--- config.mk ---
export PLATFORM = sky130hd
export DESIGN_NAME = sram_arbiter_flat
export DESIGN_NICKNAME = d
export VERILOG_FILES = /design/src/rtl/sram_arbiter_if.sv /design/src/rtl/sram_arbiter.sv /design/src/flat_wrapper.sv
export SDC_FILE = /design/constraint.sdc
export NUM_CORES = 1
export LEC_CHECK = 0
export CAP_MARGIN = 20
export CORE_MARGIN = 2
export CORE_UTILIZATION = 43
export DETAILED_ROUTE_END_ITERATION = 6
export PLACE_DENSITY = 0.83
export SYNTH_ARGS = -nofsm -noshare
export SYNTH_HDL_FRONTEND = slang
export SYNTH_SLANG_ARGS = --single-unit
--- constraint.sdc ---
create_clock -name clk -period 1.7 [get_ports clk]
set_input_delay 0.425 -clock clk [delete_from_list [all_inputs] [get_ports clk]]
set_output_delay 0.425 -clock clk [all_outputs]
set_load 0.01 [all_outputs]
--- src/rtl/sram_arbiter_if.sv ---
// sram_arbiter_if: requester-side and SRAM-side bundle of the SRAM arbiter.
// Ports: r0_*/r1_* requester command and read-return signals, sram_* pad-side
// command/data signals. slave = arbiter view, master = requesters + SRAM pads.
interface sram_arbiter_if #(
  parameter int ADDR_W = 20,
  parameter int DATA_W = 32
);
  logic              r0_req, r0_we, r0_grant, r0_rvalid;
  logic [ADDR_W-1:0] r0_addr;
  logic [DATA_W-1:0] r0_wdata, r0_rdata;
  logic              r1_req, r1_we, r1_grant, r1_rvalid;
  logic [ADDR_W-1:0] r1_addr;
  logic [DATA_W-1:0] r1_wdata, r1_rdata;
  logic [ADDR_W-1:0] sram_addr;
  logic              sram_xe1, sram_xwa, sram_oe;
  logic [DATA_W-1:0] sram_wdata, sram_rdata;
  modport slave (
    input  r0_req, r0_we, r0_addr, r0_wdata,
    input  r1_req, r1_we, r1_addr, r1_wdata,
    input  sram_rdata,
    output r0_grant, r0_rvalid, r0_rdata,
    output r1_grant, r1_rvalid, r1_rdata,
    output sram_addr, sram_xe1, sram_xwa, sram_wdata, sram_oe
  );
  modport master (
    output r0_req, r0_we, r0_addr, r0_wdata,
    output r1_req, r1_we, r1_addr, r1_wdata,
    output sram_rdata,
    input  r0_grant, r0_rvalid, r0_rdata,
    input  r1_grant, r1_rvalid, r1_rdata,
    input  sram_addr, sram_xe1, sram_xwa, sram_wdata, sram_oe
  );
endinterface

--- src/rtl/sram_arbiter.sv ---
// sram_arbiter: two-port round-robin arbiter and sequencer for a pipelined ZBT SRAM.
// Ports: clk, reset (sync, active-high); bus (slave modport) carries both requester
// ports (req/we/addr/wdata in, grant/rvalid/rdata out) and the SRAM command/data pins.
module sram_arbiter #(
  parameter int ADDR_W = 20,
  parameter int DATA_W = 32
) (
  input logic          clk,
  input logic          reset,
  sram_arbiter_if.slave bus
);
  logic              g0, g1, rd_ret;
  logic              prio_q, prio_d;
  logic [ADDR_W-1:0] addr_q, addr_d;
  logic              xe1_q, xe1_d, xwa_q, xwa_d;
  logic [2:0]        v_q, v_d, we_q, we_d, id_q, id_d;
  logic [DATA_W-1:0] wd0_q, wd0_d, wd1_q, wd1_d, swd_q, swd_d;
  logic [1:0]        rv_q, rv_d;
  logic [DATA_W-1:0] rd0_q, rd0_d, rd1_q, rd1_d;
  always_comb begin
    g0     = !reset && bus.r0_req && (!bus.r1_req || !prio_q);
    g1     = !reset && bus.r1_req && (!bus.r0_req || prio_q);
    prio_d = g0 ? 1'b1 : g1 ? 1'b0 : prio_q;
    addr_d = g0 ? bus.r0_addr : g1 ? bus.r1_addr : addr_q;
    xe1_d  = !(g0 || g1);
    xwa_d  = g0 ? !bus.r0_we : g1 ? !bus.r1_we : 1'b1;
    // Stage 0 holds the command during its address phase; stage 2 is the data phase.
    v_d    = {v_q[1:0], g0 || g1};
    we_d   = {we_q[1:0], g0 ? bus.r0_we : bus.r1_we};
    id_d   = {id_q[1:0], g1};
    wd0_d  = g0 ? bus.r0_wdata : bus.r1_wdata;
    wd1_d  = wd0_q;
    // Loaded one cycle early so the write data is on the pins during the data phase.
    swd_d  = (v_q[1] && we_q[1]) ? wd1_q : swd_q;
    rd_ret = v_q[2] && !we_q[2];
    rv_d   = {rd_ret && id_q[2], rd_ret && !id_q[2]};
    rd0_d  = rv_d[0] ? bus.sram_rdata : rd0_q;
    rd1_d  = rv_d[1] ? bus.sram_rdata : rd1_q;
  end
  always_ff @(posedge clk) begin
    if (reset) begin
      prio_q <= 1'b0;
      addr_q <= '0;
      xe1_q  <= 1'b1;
      xwa_q  <= 1'b1;
      v_q    <= '0;
      we_q   <= '0;
      id_q   <= '0;
      wd0_q  <= '0;
      wd1_q  <= '0;
      swd_q  <= '0;
      rv_q   <= '0;
      rd0_q  <= '0;
      rd1_q  <= '0;
    end else begin
      prio_q <= prio_d;
      addr_q <= addr_d;
      xe1_q  <= xe1_d;
      xwa_q  <= xwa_d;
      v_q    <= v_d;
      we_q   <= we_d;
      id_q   <= id_d;
      wd0_q  <= wd0_d;
      wd1_q  <= wd1_d;
      swd_q  <= swd_d;
      rv_q   <= rv_d;
      rd0_q  <= rd0_d;
      rd1_q  <= rd1_d;
    end
  end
  assign bus.r0_grant   = g0;
  assign bus.r1_grant   = g1;
  assign bus.r0_rvalid  = rv_q[0];
  assign bus.r1_rvalid  = rv_q[1];
  assign bus.r0_rdata   = rd0_q;
  assign bus.r1_rdata   = rd1_q;
  assign bus.sram_addr  = addr_q;
  assign bus.sram_xe1   = xe1_q;
  assign bus.sram_xwa   = xwa_q;
  assign bus.sram_wdata = swd_q;
  assign bus.sram_oe    = v_q[2] && we_q[2];
endmodule

--- src/flat_wrapper.sv ---
// flat-port wrapper written by rule: the top's interface ports become plain ports
module sram_arbiter_flat 
#(
  parameter int ADDR_W = 20,
  parameter int DATA_W = 32
)
  (clk, reset, bus_r0_req, bus_r0_we, bus_r0_addr, bus_r0_wdata, bus_r1_req, bus_r1_we, bus_r1_addr, bus_r1_wdata, bus_sram_rdata, bus_r0_grant, bus_r0_rvalid, bus_r0_rdata, bus_r1_grant, bus_r1_rvalid, bus_r1_rdata, bus_sram_addr, bus_sram_xe1, bus_sram_xwa, bus_sram_wdata, bus_sram_oe);
  sram_arbiter_if #(.ADDR_W(ADDR_W), .DATA_W(DATA_W)) bus_i ();
  input logic clk;
  input logic reset;
  input wire logic [$bits(bus_i.r0_req)-1:0] bus_r0_req;
  input wire logic [$bits(bus_i.r0_we)-1:0] bus_r0_we;
  input wire logic [$bits(bus_i.r0_addr)-1:0] bus_r0_addr;
  input wire logic [$bits(bus_i.r0_wdata)-1:0] bus_r0_wdata;
  input wire logic [$bits(bus_i.r1_req)-1:0] bus_r1_req;
  input wire logic [$bits(bus_i.r1_we)-1:0] bus_r1_we;
  input wire logic [$bits(bus_i.r1_addr)-1:0] bus_r1_addr;
  input wire logic [$bits(bus_i.r1_wdata)-1:0] bus_r1_wdata;
  input wire logic [$bits(bus_i.sram_rdata)-1:0] bus_sram_rdata;
  output wire logic [$bits(bus_i.r0_grant)-1:0] bus_r0_grant;
  output wire logic [$bits(bus_i.r0_rvalid)-1:0] bus_r0_rvalid;
  output wire logic [$bits(bus_i.r0_rdata)-1:0] bus_r0_rdata;
  output wire logic [$bits(bus_i.r1_grant)-1:0] bus_r1_grant;
  output wire logic [$bits(bus_i.r1_rvalid)-1:0] bus_r1_rvalid;
  output wire logic [$bits(bus_i.r1_rdata)-1:0] bus_r1_rdata;
  output wire logic [$bits(bus_i.sram_addr)-1:0] bus_sram_addr;
  output wire logic [$bits(bus_i.sram_xe1)-1:0] bus_sram_xe1;
  output wire logic [$bits(bus_i.sram_xwa)-1:0] bus_sram_xwa;
  output wire logic [$bits(bus_i.sram_wdata)-1:0] bus_sram_wdata;
  output wire logic [$bits(bus_i.sram_oe)-1:0] bus_sram_oe;
  assign bus_i.r0_req = bus_r0_req;
  assign bus_i.r0_we = bus_r0_we;
  assign bus_i.r0_addr = bus_r0_addr;
  assign bus_i.r0_wdata = bus_r0_wdata;
  assign bus_i.r1_req = bus_r1_req;
  assign bus_i.r1_we = bus_r1_we;
  assign bus_i.r1_addr = bus_r1_addr;
  assign bus_i.r1_wdata = bus_r1_wdata;
  assign bus_i.sram_rdata = bus_sram_rdata;
  assign bus_r0_grant = bus_i.r0_grant;
  assign bus_r0_rvalid = bus_i.r0_rvalid;
  assign bus_r0_rdata = bus_i.r0_rdata;
  assign bus_r1_grant = bus_i.r1_grant;
  assign bus_r1_rvalid = bus_i.r1_rvalid;
  assign bus_r1_rdata = bus_i.r1_rdata;
  assign bus_sram_addr = bus_i.sram_addr;
  assign bus_sram_xe1 = bus_i.sram_xe1;
  assign bus_sram_xwa = bus_i.sram_xwa;
  assign bus_sram_wdata = bus_i.sram_wdata;
  assign bus_sram_oe = bus_i.sram_oe;
  sram_arbiter #(.ADDR_W(ADDR_W), .DATA_W(DATA_W)) u_core (.clk(clk), .reset(reset), .bus(bus_i));
endmodule
Yosys cells after proc, flatten, opt, wreduce, memory -nomap -nowiden
Index checks and enable logic that the tools add are counted. W data, S select, Z words.

Flip-flop bits (word level): 194. Bits of input ports: 142.

Multiplexer cells: 8. Reduce and logical (&&, ||, !) cells: 22.

Operators by type and width (number): $mux W20 (2); $mux W32 (1); $logic_and A1 B1 Y1 (9); $logic_not A1 Y1 (9); $mux W1 (5); $logic_or A1 B1 Y1 (3); $reduce_bool A2 Y1 (1).

Logic depth before layout (Yosys ltp)
Word-level depth: 5. Mapped depth: 5. Depth with buffers taken out: 3.

Least setup slack after synthesis
No wires, ideal clock.

Path kind: input-to-output. From: in reset. To: out bus_r1_grant. Data arrival time: 1.230 ns. Required time: 1.275 ns. Slack: 0.045 ns. Stages: 4. Cell sequence: buf_2 > buf_2 > clkbuf_1 > nor3_1.

Word-level cells in the longest chain between the ends: 3.

RTL lines: from (decl) (RTL line flat_wrapper.sv:10) `input logic reset;`; $logic_not A1 Y1 (RTL line sram_arbiter.sv:22) `g1 = !reset && bus.r1_req && (!bus.r0_req || prio_q);`; $logic_and A1 B1 Y1 (2 in series) (RTL line sram_arbiter.sv:22); to (decl) (RTL line flat_wrapper.sv:23) `output wire logic [$bits(bus_i.r1_grant)-1:0] bus_r1_grant;`.

Every way passes these cells.

Worst setup path after layout
From: reg u_core.prio_q. To: out bus_r0_grant.

Word-level cells in the longest chain between the ends: 3.

RTL lines: from (decl) (RTL line sram_arbiter.sv:13) `logic prio_q, prio_d;`; from (signal assigned) (RTL line sram_arbiter.sv:56) `prio_q <= prio_d;`; $logic_not A1 Y1 (RTL line sram_arbiter.sv:21) `g0 = !reset && bus.r0_req && (!bus.r1_req || !prio_q);`; $logic_or A1 B1 Y1 (RTL line sram_arbiter.sv:21); $logic_and A1 B1 Y1 (RTL line sram_arbiter.sv:21); to (decl) (RTL line flat_wrapper.sv:20) `output wire logic [$bits(bus_i.r0_grant)-1:0] bus_r0_grant;`.

Every way passes these cells.

==> out/qor.csv <==
stage;metric;value;unit
critical_path;required;1270;ps
final_layout;antenna_cells;0;
routing;ant_nets;0;
synth;synthesis.nets;869;
synth;syn_area;6770;µm²
cts;cts_sinks;194;
placed_design;dpl.hpwl;12.4;mm
cts;ctsLongestPathBuffers;2;
critical_path;crit_type;reg2out;
final_layout;syn_to_final_growth;49.4;%
cts;cts_resized;133;
floorplanning;die_y;129;µm
cts;cts_tree;done;
synth;yosys_warnings;0;
power_and_ir_drop;p_int;7820;µW
power_and_ir_drop;clock_power_share;0.427;
floorplanning;core;15300;µm²
sta;setup_tns;0;ps
global_routing;grt_max_degree;107;
routing;drc;0;
power_and_ir_drop;p_seq_frac;0.482;
placed_design;gp_routability_congestion;0.797;
cts;cts-root-buf;clkbuf_16;
cts;clk_latency;430;ps
synth;syn_inst;727;
sta;fmax;612;MHz
sta;relSlewSlack;0.468;
sta;rsz0062_at_grt;false;
sta;tightest_slew;794;ps
power_and_ir_drop;swShare;0.215;
sta;slew_viol_final;0;
power_and_ir_drop;p_comb_frac;0.091;
final_layout;drive_gt1_frac;0.0970;
synth;synth.avg_cell_area;9.31;µm²
sta;fin_ws;65.3;ps
final_layout;num-fill-cells;1301;
synth;synth-edff-count;0;
sta;hold_violations;0;
synth;async_reset_ff_frac;0;
global_routing;antenna_found_initial;0;
floorplanning;design.die.area;16800;µm²
routing;dr.pass1.iters;4;
final_layout;mostFrequentLayoutCells;193 x nand2_1, 192 x dfxtp_1, 138 x clkdlybuf4s50_1;
sta;fin_skew;15.1;ps
power_and_ir_drop;p_switching;2140;µW
sta;finalCritPeriodShare;0.962;
min_path;hold_class;in2reg;
sta;setup_viol;0;
power_and_ir_drop;p_per_area;985;nW/µm²
floorplanning;rows;45;
cts;cts_hold_buf;0;
floorplanning;die_w;129;µm
global_routing;gr-total-overflow;0;
power_and_ir_drop;p_leak;0.00431;µW
run_status;status;finished, final reports clean;
routing;routed_via_density;4.83;
placed_design;portBuffers;264;
cts;numCtsBuffers;17;
sta;min_period;1630;ps
power_and_ir_drop;ir_worst_vdd;655;µV
critical_path;critPathLaunchType;flip-flop;
synth;ys_seq_area_frac;0.574;
synth;synth_ff_type;dfxtp_1;
routing;wl;17.5;mm
global_routing;grt_usage;0.206;
cts;cts_max_level;4;
routing;drt_iter0_drc;307;
floorplanning;initial_core_util;0.442;
critical_path;endpoint_kind;output pin;
global_routing;grt_pass1_wl;27.1;mm
global_routing;grt_pass1_vias;5558;
run;cap_violations;0;
floorplanning;io-pin-count;265;
routing;vias;5799;
final_layout;final_common_cell;nand2_1;
synth;ys_types;25;
synth;ys_ff_latch;194;
critical_path;cp.arrival;1210;ps
critical_path;cp_max_fo;4;
final_layout;nets;1119;
cts;postCtsSetupBuffers;0;
placed_design;dp_slack;-518;ps
routing;routedWlPerCell;14.6;µm
cts;clkTransAtPathRegs;60;ps
[worst max-delay path: stages (launching register included)]
cell     delay (ps)
dfxtp_2         360
nand2_2          70
and3_2          220
buf_2           140
[logic make-up after synthesis]
group	after synthesis	synth area share
and+or+nand+nor	279	0.186
DFF	194	0.574
AOI/OAI and AO/OA	141	0.131
muxes	32	0.0533
buffers and inverters	81	0.0553
[power groups by stage]
stage	sequential, µW	combinational (µW)	clock [µW]
floorplan	4920	362	0
global placement	4890	944	0
detailed placement	4900	964	0
CTS	4790	918	4350
global route	4810	985	4560
finish	4790	911	4250
[state kept, by name, summed over array words and instances, names as in the netlist]
register,flops
u_core.rv_q,2
u_core.bus.r0_rdata,32
u_core.we_q,3
u_core.prio_q,1
u_core.wd0_q,32
u_core.bus.sram_xe1,1
u_core.id_q,3
u_core.bus.sram_xwa,1
u_core.bus.sram_addr,20
u_core.bus.sram_wdata,32
u_core.bus.r1_rdata,32
u_core.v_q,3
u_core.wd1_q,32
[worst paths after layout]
path              cells after the start             from                        end  slack (ps)
setup reg to reg                      5    u_core.prio_q           u_core.wd0_q[16]         150
hold / removal                        3            reset  u_core.bus.sram_wdata[31]         390
setup / recovery                      3    u_core.prio_q               bus_r0_grant          70
hold reg to reg                       2  u_core.wd1_q[6]   u_core.bus.sram_wdata[6]         430
[metal layers]
| layer | part of all wire | vias up | global-route usage |
|---|---|---|---|
| li1 | - | 2899 | - |
| met1 | 0.39 | 2666 | 0.221 |
| met2 | 0.50 | 209 | 0.364 |
| met3 | 0.097 | 25 | 0.0871 |
| met4 | 0.018 | 0 | 0.0740 |
| met5 | 0 | - | 0 |
[stage by stage]
stage	cell area, µm²	hold WS (ps)	util	std cells	total power [µW]
3_3_place_gp	9610	416	0.627	1168	5840
3_5_place_dp	9620	423	0.628	1169	5860
4_1_cts	10100	384	0.660	1201	10100
6_report	10100	391	0.660	1201	9960
5_1_grt	10100	394	0.660	1201	10400
2_1_floorplan	6770	414	-	727	5280
[cells in the mapped netlist (all sizes together), types with 2 or more instances]
| cell | instances | area share |
|---|---|---|
| nor2b | 71 | 0.066 |
| a221o | 20 | 0.030 |
| a2111oi | 20 | 0.026 |
| nand2 | 194 | 0.11 |
| mux2 | 32 | 0.053 |
| buf | 26 | 0.025 |
| clkbuf | 30 | 0.017 |
| inv | 25 | 0.014 |
| a21oi | 98 | 0.072 |
| dfxtp | 194 | 0.57 |
| nor3 | 3 | 0.0022 |
| nor2 | 3 | 0.0017 |
| and2 | 2 | 0.0018 |
[area by class of cell]
cell class	count	area, µm²	share of cell area
well taps	211	264	0.0261
clock buffers	19	443	0.0438
flip-flops and latches	194	3890	0.384
inverters	25	93.8	0.00928
multi-input cells	452	2520	0.250
repair buffers	287	2700	0.267
clock inverters	13	199	0.0197
Power figures use the tool's default switching activity.
